===== config.mk =====
export PLATFORM = sky130hd
export DESIGN_NAME = instr_issue_seq_flat
export DESIGN_NICKNAME = d
export VERILOG_FILES = /design/src/rtl/instr_issue_seq_pkg.sv /design/src/rtl/instr_issue_seq_if.sv /design/src/rtl/instr_issue_seq_imm_gen.sv /design/src/rtl/instr_issue_seq.sv /design/src/flat_wrapper.sv
export SDC_FILE = /design/constraint.sdc
export NUM_CORES = 1
export LEC_CHECK = 0
export CAP_MARGIN = 5
export CORE_MARGIN = 1.5
export CORE_UTILIZATION = 44
export DETAILED_ROUTE_END_ITERATION = 7
export PLACE_DENSITY = 0.81
export RECOVER_POWER = 50
export SYNTH_ARGS = -nofsm -noshare
export SYNTH_HDL_FRONTEND = slang
export SYNTH_SLANG_ARGS = --single-unit

===== constraint.sdc =====
create_clock -name clk -period 2.6 [get_ports clk]
set_input_delay 0.26 -clock clk [delete_from_list [all_inputs] [get_ports clk]]
set_output_delay 0.26 -clock clk [all_outputs]
set_load 0.02 [all_outputs]

===== src/rtl/instr_issue_seq_pkg.sv =====
// -----------------------------------------------------------------------------
// instr_issue_seq_pkg
// Definitions shared by the issue sequencer and the control unit:
//   - type_t     : 3-bit type_select codes (opcode[6:4])
//   - state_t    : sequencer FSM state encoding
//   - OPCODE_LOW : opcode[1:0] value of every 32-bit RV32I instruction
//   - is_legal() / is_mem_type() : decode helpers
// -----------------------------------------------------------------------------
package instr_issue_seq_pkg;

  typedef enum logic [2:0] {
    TYPE_LOAD  = 3'b000,
    TYPE_R_IMM = 3'b001,
    TYPE_STORE = 3'b010,
    TYPE_R     = 3'b011,
    TYPE_B     = 3'b110
  } type_t;

  typedef enum logic [1:0] {
    ST_IDLE = 2'b00,
    ST_EXEC = 2'b01,
    ST_MEM  = 2'b10,
    ST_TRAP = 2'b11
  } state_t;

  localparam logic [1:0] OPCODE_LOW = 2'b11;

  // Only the five supported major opcodes are legal; opcode[3:2] must be 00.
  function automatic logic is_legal(input logic [6:0] opcode);
    logic type_ok;
    case (opcode[6:4])
      TYPE_LOAD, TYPE_R_IMM, TYPE_STORE, TYPE_R, TYPE_B: type_ok = 1'b1;
      default:                                           type_ok = 1'b0;
    endcase
    return type_ok && (opcode[1:0] == OPCODE_LOW) && (opcode[3:2] == 2'b00);
  endfunction

  // Load and Store need a second (MEM) phase before they retire.
  function automatic logic is_mem_type(input logic [2:0] type_code);
    return (type_code == TYPE_LOAD) || (type_code == TYPE_STORE);
  endfunction

endpackage


===== src/rtl/instr_issue_seq_if.sv =====
// -----------------------------------------------------------------------------
// instr_issue_seq_if
// Fetch -> sequencer instruction handshake.
//   instr_valid : upstream presents an instruction on instr
//   instr_ready : sequencer can accept (transfer when both are high)
//   instr       : raw instruction word
// Modports: master = fetch side, slave = sequencer side.
// -----------------------------------------------------------------------------
interface instr_issue_seq_if #(
  parameter int XLEN = 32
);
  logic            instr_valid;
  logic            instr_ready;
  logic [XLEN-1:0] instr;

  modport master (output instr_valid, output instr, input instr_ready);
  modport slave  (input instr_valid, input instr, output instr_ready);
endinterface


===== src/rtl/instr_issue_seq_imm_gen.sv =====
// -----------------------------------------------------------------------------
// instr_issue_seq_imm_gen
// Combinational sign-extended immediate generator.
//   instr       in  [31:7] instruction bits above the opcode
//   type_select in  3      type code (opcode[6:4]) of the same instruction
//   imm         out XLEN   immediate; 0 for R-type and unsupported codes
// -----------------------------------------------------------------------------
module instr_issue_seq_imm_gen
  import instr_issue_seq_pkg::*;
#(
  parameter int XLEN = 32
) (
  input  logic [31:7]     instr,
  input  logic [2:0]      type_select,
  output logic [XLEN-1:0] imm
);

  logic sign;
  assign sign = instr[31];

  always_comb begin
    // NOTE: default first so every path assigns imm and no latch is inferred.
    imm = '0;
    case (type_select)
      TYPE_LOAD, TYPE_R_IMM: imm = {{(XLEN-12){sign}}, instr[31:20]};
      TYPE_STORE:            imm = {{(XLEN-12){sign}}, instr[31:25], instr[11:7]};
      TYPE_B:                imm = {{(XLEN-13){sign}}, instr[31], instr[7],
                                    instr[30:25], instr[11:8], 1'b0};
      default:               imm = '0;
    endcase
  end

endmodule


===== src/rtl/instr_issue_seq.sv =====
// -----------------------------------------------------------------------------
// instr_issue_seq
// Fetch-side issue sequencer. Accepts one instruction in IDLE, registers its
// decoded fields, then runs a one-cycle EXEC phase (R, R_imm, B) or EXEC+MEM
// (Load, Store, MEM waits for mem_done). Illegal opcodes park in TRAP until
// trap_clr. Each legal instruction pulses retire once and bumps retired_cnt.
//   clk, rst          clock, asynchronous active-high reset
//   bus (slave)       instr_valid / instr_ready / instr handshake
//   type_select       registered opcode[6:4]
//   exec_valid        fields are live (EXEC, MEM)
//   rd, rs1, rs2      registered register fields
//   funct3, funct7    registered function fields
//   imm               registered sign-extended immediate
//   mem_done          data memory finished (only looked at in MEM)
//   retire            one-cycle pulse in the last cycle of a legal instruction
//   retired_cnt       wrapping count of retire pulses
//   illegal           high while in TRAP
//   trap_clr          leave TRAP (only looked at in TRAP)
// -----------------------------------------------------------------------------
module instr_issue_seq
  import instr_issue_seq_pkg::*;
#(
  parameter int XLEN = 32
) (
  input  logic                clk,
  input  logic                rst,
  instr_issue_seq_if.slave    bus,
  output logic [2:0]          type_select,
  output logic                exec_valid,
  output logic [4:0]          rd,
  output logic [4:0]          rs1,
  output logic [4:0]          rs2,
  output logic [2:0]          funct3,
  output logic [6:0]          funct7,
  output logic [XLEN-1:0]     imm,
  input  logic                mem_done,
  output logic                retire,
  output logic [XLEN-1:0]     retired_cnt,
  output logic                illegal,
  input  logic                trap_clr
);

  state_t          state_q, state_d;
  logic            ready;
  logic            accept;
  logic [XLEN-1:0] imm_next;
  logic [XLEN-1:0] cnt_q;

  logic [2:0]      type_q;
  logic [4:0]      rd_q, rs1_q, rs2_q;
  logic [2:0]      funct3_q;
  logic [6:0]      funct7_q;
  logic [XLEN-1:0] imm_q;

  assign accept = bus.instr_valid && ready;

  // The immediate is formed from the incoming word's own opcode, so it is
  // ready to be captured together with the other fields.
  instr_issue_seq_imm_gen #(.XLEN(XLEN)) u_imm_gen (
    .instr       (bus.instr[31:7]),
    .type_select (bus.instr[6:4]),
    .imm         (imm_next)
  );

  // ---------------- FSM: state register ----------------
  always_ff @(posedge clk or posedge rst) begin
    if (rst) begin
      state_q <= ST_IDLE;
    end else begin
      // NOTE: non-blocking assignment for every flop so all state updates
      // see the same pre-edge values, independent of block ordering.
      state_q <= state_d;
    end
  end

  // ---------------- FSM: next-state logic ----------------
  always_comb begin
    state_d = state_q;
    case (state_q)
      ST_IDLE: if (accept) state_d = is_legal(bus.instr[6:0]) ? ST_EXEC : ST_TRAP;
      ST_EXEC: state_d = is_mem_type(type_q) ? ST_MEM : ST_IDLE;
      ST_MEM:  if (mem_done) state_d = ST_IDLE;
      ST_TRAP: if (trap_clr) state_d = ST_IDLE;
      default: state_d = ST_IDLE;
    endcase
  end

  // ---------------- FSM: outputs ----------------
  // ready is masked by rst so the upstream never sees a transfer during reset.
  always_comb begin
    ready      = 1'b0;
    exec_valid = 1'b0;
    retire     = 1'b0;
    illegal    = 1'b0;
    case (state_q)
      ST_IDLE: ready = !rst;
      ST_EXEC: begin
        exec_valid = 1'b1;
        retire     = !is_mem_type(type_q);
      end
      ST_MEM: begin
        exec_valid = 1'b1;
        retire     = mem_done;
      end
      ST_TRAP: illegal = 1'b1;
      default: ready = 1'b0;
    endcase
  end

  assign bus.instr_ready = ready;

  // ---------------- Captured fields ----------------
  // NOTE: the field registers are reset, not left free-running, because
  // downstream sees them and expects all-zero outputs during reset.
  always_ff @(posedge clk or posedge rst) begin
    if (rst) begin
      type_q   <= '0;
      rd_q     <= '0;
      rs1_q    <= '0;
      rs2_q    <= '0;
      funct3_q <= '0;
      funct7_q <= '0;
      imm_q    <= '0;
    end else if (accept) begin
      type_q   <= bus.instr[6:4];
      rd_q     <= bus.instr[11:7];
      rs1_q    <= bus.instr[19:15];
      rs2_q    <= bus.instr[24:20];
      funct3_q <= bus.instr[14:12];
      funct7_q <= bus.instr[31:25];
      imm_q    <= imm_next;
    end
  end

  // ---------------- Retire counter (wraps silently) ----------------
  always_ff @(posedge clk or posedge rst) begin
    if (rst) begin
      cnt_q <= '0;
    end else if (retire) begin
      cnt_q <= cnt_q + 1'b1;
    end
  end

  assign type_select = type_q;
  assign rd          = rd_q;
  assign rs1         = rs1_q;
  assign rs2         = rs2_q;
  assign funct3      = funct3_q;
  assign funct7      = funct7_q;
  assign imm         = imm_q;
  assign retired_cnt = cnt_q;

endmodule


===== src/flat_wrapper.sv =====
// flat-port wrapper written by rule: the top's interface ports become plain ports
module instr_issue_seq_flat import instr_issue_seq_pkg::*;
#(
  parameter int XLEN = 32
)
  (clk, rst, type_select, exec_valid, rd, rs1, rs2, funct3, funct7, imm, mem_done, retire, retired_cnt, illegal, trap_clr, bus_instr_valid, bus_instr, bus_instr_ready);
  instr_issue_seq_if #(.XLEN(XLEN)) bus_i ();
  input  logic clk;
  input  logic rst;
  output logic [2:0] type_select;
  output logic exec_valid;
  output logic [4:0] rd;
  output logic [4:0] rs1;
  output logic [4:0] rs2;
  output logic [2:0] funct3;
  output logic [6:0] funct7;
  output logic [XLEN-1:0] imm;
  input  logic mem_done;
  output logic retire;
  output logic [XLEN-1:0] retired_cnt;
  output logic illegal;
  input  logic trap_clr;
  input wire logic [$bits(bus_i.instr_valid)-1:0] bus_instr_valid;
  input wire logic [$bits(bus_i.instr)-1:0] bus_instr;
  output wire logic [$bits(bus_i.instr_ready)-1:0] bus_instr_ready;
  assign bus_i.instr_valid = bus_instr_valid;
  assign bus_i.instr = bus_instr;
  assign bus_instr_ready = bus_i.instr_ready;
  instr_issue_seq #(.XLEN(XLEN)) u_core (.clk(clk), .rst(rst), .bus(bus_i), .type_select(type_select), .exec_valid(exec_valid), .rd(rd), .rs1(rs1), .rs2(rs2), .funct3(funct3), .funct7(funct7), .imm(imm), .mem_done(mem_done), .retire(retire), .retired_cnt(retired_cnt), .illegal(illegal), .trap_clr(trap_clr));
endmodule

After elaboration in Yosys (flattened, before gate mapping)
Cells that the tools add are included.

$add $sub $neg: 1. Equality and inequality tests: 12. Muxes and demuxes: 14. Reduce and logical (&&, ||, !) cells: 14.

Operators by type and width (number): 32-bit case mux with 3 select lines (1); 32-bit by 1-bit adder with 32-bit output (second input constant) (1); 2-bit two-way mux (5); 3-bit by 2-bit equality test with 1-bit output (second input constant) (3); 2-bit case mux with 4 select lines (1); 2-bit equality test (second input constant) (3); 3-bit logical NOT (2); 1-bit two-way mux (6); 5-bit OR reduction (1); 2-bit logical NOT (2); 2-bit != test (second input constant) (2); 2-bit OR reduction (2); 3-bit by 1-bit equality test with 1-bit output (second input constant) (1); 3-bit equality test (second input constant) (1); 1-bit logical AND (3); 3-bit AND reduction (1); 2-bit by 1-bit equality test with 1-bit output (second input constant) (1); 1-bit logical NOT (2); 2-bit by 1-bit != test with 1-bit output (second input constant) (1); 1-bit case mux with 2 select lines (1); 1-bit logical OR (1).

Flip-flop bits (word level): 94. Bits of input ports: 37.

Depth between registers and ports, before layout
Depth after elaboration: 10. Gate-level depth with buffers: 8. Gate-level depth less buffers: 7.

Hierarchy
Synthesis repeated with hierarchy kept, for this count alone.

Cells, all modules: 318. Area, all modules: 4134.0 µm².

By module, submodules not included: instr_issue_seq (instances 1, cells an instance 279, area an instance 3847.4 µm²); instr_issue_seq_imm_gen (instances 1, cells an instance 39, area an instance 286.5 µm²).

Least setup slack after synthesis
No wires, ideal clock.

Kind: register to register. From: reg u_core.state_q[0]. To: reg u_core.cnt_q[24], in the netlist u_core.retired_cnt[24]. Library setup time: 0.132 ns. Data arrival time: 1.879 ns. Setup slack: 0.589 ns. Stages on the path, launching flop included: 9. Buffers on the path: 1. Clock period less this slack: 2.011 ns. Cell sequence: dfrtp_1 -> inv_1 -> ha_1 -> nand2_1 -> o21ai_2 -> buf_2 -> and4_1 -> nand3_1 -> xnor2_1.

Word-level cells in the longest chain between the ends: 2.

Ends and longest elaborated chain: from (decl) (RTL line instr_issue_seq.sv:43) `state_t state_q, state_d;`; from (signal assigned) (RTL line instr_issue_seq.sv:72) `state_q <= state_d;`; 2-bit equality test / 2-bit by 1-bit equality test with 1-bit output (equally long branches) (RTL line instr_issue_seq.sv:95) `case (state_q)`; 1-bit case mux with 2 select lines (*) (RTL line instr_issue_seq.sv:95); named net retire (RTL line flat_wrapper.sv:19) `output logic retire;`; to (signal assigned) (RTL line instr_issue_seq.sv:140) `cnt_q <= cnt_q + 1'b1;`; to (decl) (RTL line instr_issue_seq.sv:47) `logic [XLEN-1:0] cnt_q;`.

Mark *: on every way through the listed nets, which the timed path passes. The rest lies on a longest branch. A chain may end at the register's enable or synchronous reset.

Final worst setup path
From: reg u_core.state_q[1]. To: out retire.

Word-level cells in the longest chain between the ends: 2.

Ends and longest elaborated chain (RTL line): 2-bit equality test / 2-bit by 1-bit equality test with 1-bit output (equally long branches) (instr_issue_seq.sv:95); 1-bit case mux with 2 select lines (*) (instr_issue_seq.sv:95); to (decl) (flat_wrapper.sv:19).

Every way passes the cells marked *; elsewhere a longest branch is shown, timed or not.

==> reports/results.tsv <==
metric	value	unit
grt_pass1_vias	2559	
synthDistinctLibCells	32	
netlist_area	3410	sq um
ys_warn_count	0	
outcome	finished with violations	
fin_crit_sh	0.871	
ant_nets	0	
layout_common_cells	86 x clkdlybuf4s50_1, 75 x dfrtp_1, 46 x dlygate4sd3_1	
slew_viol_final	38	
critPathKind	reg2out	
dp_hpwl	5720	microns
vias	2558	
fmax	441	MHz
rr_startpoint	u_core.state_q[1]$_DFFE_PP0P_	
layout_commonest_cell	clkdlybuf4s50_1	
cp_max_fo	4	
relSlewSlack	-0.273	
fin_skew	0.00737	ns
cts_resized	0	
hold_viol	0	
reg2reg_setup_slack	0.35	ns
start_util	0.463	
numCtsBuffers	9	
clk_latency	0.33	ns
antenna-diode-count	0	
synth_top_area_share	0.550	
reg2reg_to	u_core.retired_cnt[25]$_DFFE_PP0P_	
postSynthCellCount	283	
finalPower	0.00506	W
cts_max_level	3	
drt-pass1-iter-count	4	
ys_seq_area_frac	0.550	
required	2.34	ns
setup_violations	0	
crit_slowest_cell	clkdlybuf4s50_1	
cp_top_family	buffers and inverters	
worst-path-buf-inv	2	
rows	31	
die_w	91.1	microns
worst_pin_slew	1.91	ns
die_area	8290	sq um
clk_transition_reported_paths	0.08	ns
die_y	91.1	microns
min_delay_path_depth	1	
grt.overflow.total	0	
hp-start	u_core.retired_cnt[31]$_DFFE_PP0P_	
routed_wl	7610	microns
viasPerCell	5.04	
powerDensity	1030	nW/um^2
layout-drive-gt1-share	0.144	
cp-start-kind	flip-flop	
critPathArrivalTime	2.01	ns
synthTopCellsByArea	dfrtp_1 55%, mux2_2 9.9%, xnor2_1 4.9%	
ys_seq_elements	75	
drc	0	
syn_avg_cell_area	12.1	sq um
critical_path.max_stage_delay	0.65	ns
dr.first_iter.drc_count	57	
synth_fp_nets	326	
max-vdd-ir-drop	0.452	mV
area_growth	44.4	%
synth_area_leader_cell	dfrtp_1	
fin_nets	448	
gp_congestion	0.875	
hold_path_end	u_core.retired_cnt[31]$_DFFE_PP0P_	
failed_checks	capacitance limit, slew limit	
rsz0062_at_grt	false	
cts_setup_buffers	0	
timing.setup.tns	0	ns
core	7370	sq um
cts_tree	yes	
routedWlPerCell	15.0	microns
antenna_found_initial	0	
crit_chain	inv_1, ha_1, nand2_1, o21ai_2, clkdlybuf4s50_1	
max-clock-path-buffers	2	
place.port_buffers	132	
track_usage	0.189	
rr_worst_depth	8	
end_kind	output pin	
ios	133	
fin_crit	2.27	ns
hold_buffers	0	
nFillCells	578	
grt_pass1_wl	12600	microns
drv_cap	1	
leakage	2.20	nW
setup.worst_path.start	u_core.state_q[1]$_DFFE_PP0P_	
clkSinkCount	75	
hold_path.class	reg2reg	
grt_max_degree	49	
cts_root_buf	clkbuf_8	
[how the worst max path moves through the flow]
stage / slack, ns / cells after the start / endpoint
floorplan: 0.43 / 1 / u_core.funct3[0]$_DFFE_PP0P_
global placement: 0.74 / 8 / u_core.retired_cnt[25]$_DFFE_PP0P_
detailed placement: 0.67 / 7 / u_core.imm[6]$_DFFE_PP0P_
CTS: 0.31 / 5 / retire
global route: 0.11 / 8 / u_core.retired_cnt[25]$_DFFE_PP0P_
finish: 0.33 / 5 / retire
[power by group]
part	total, W	switching [W]	internal, W
clock network	0.000891	0.000402	0.000489
registers	0.00178	0.000250	0.00153
logic	0.00238	0.00122	0.00117
total	0.00506	0.00187	0.00319
[per-stage QoR]
stage	hold slack, ns	utilization	area (sq um)	cells	worst slack, ns
4_1_cts	0.395	0.670	4940	508	0.309
2_1_floorplan	0.357	-	3410	283	0.430
5_1_grt	0.503	0.669	4930	508	0.110
3_5_place_dp	0.478	0.643	4740	493	0.670
3_3_place_gp	0.459	0.643	4740	493	0.739
6_report	0.476	0.669	4930	508	0.334
[cell families after synthesis]
kind of cell,after synthesis,synth area share
simple gates,81,0.138
compound gates,24,0.0499
flops,75,0.550
fa+ha+maj,6,0.0220
buf+inv,36,0.0620
mux,30,0.0990
xor+xnor,31,0.0796
[routing by layer]
metal  vias up  wire length, microns  global-route usage
li1       1207                     -                   -
met1      1236                  3330               0.247
met2       104                  3660               0.306
met3        11                   529              0.0578
met4         0                    80              0.0482
met5         -                     0                   0
[layout make-up]
class	instances	area, sq um	share of cell area
Clock buffer	11	151	0.0307
Clock inverter	4	50.0	0.0102
Inverter	10	37.5	0.00762
Multi-Input combinational cell	172	1330	0.269
Sequential cell	75	1880	0.381
Tap cell	99	124	0.0251
Timing Repair Buffer	137	1360	0.276
[state kept, by name (all words and copies together), names as in the netlist]
name,cells
u_core.type_select,3
u_core.rs2,5
u_core.funct7,7
u_core.funct3,3
u_core.rs1,5
u_core.imm,13
u_core.rd,5
u_core.retired_cnt,32
u_core.state_q,2
[synth_stat cells (all sizes together)]
master / number
a222oi: 1
and3: 4
nand2: 20
a21oi: 2
dfrtp: 75
nor3: 5
ha: 6
nor2b: 4
nor4b: 1
inv: 10
nand3: 14
buf: 22
o21ai: 7
a22o: 7
and2: 3
a31oi: 2
xnor2: 19
xor2: 12
and4: 5
a22oi: 4
o31ai: 1
nor2: 13
mux2: 30
nand4: 9
clkbuf: 4
nor4: 3
Power figures use the tool's default switching activity.
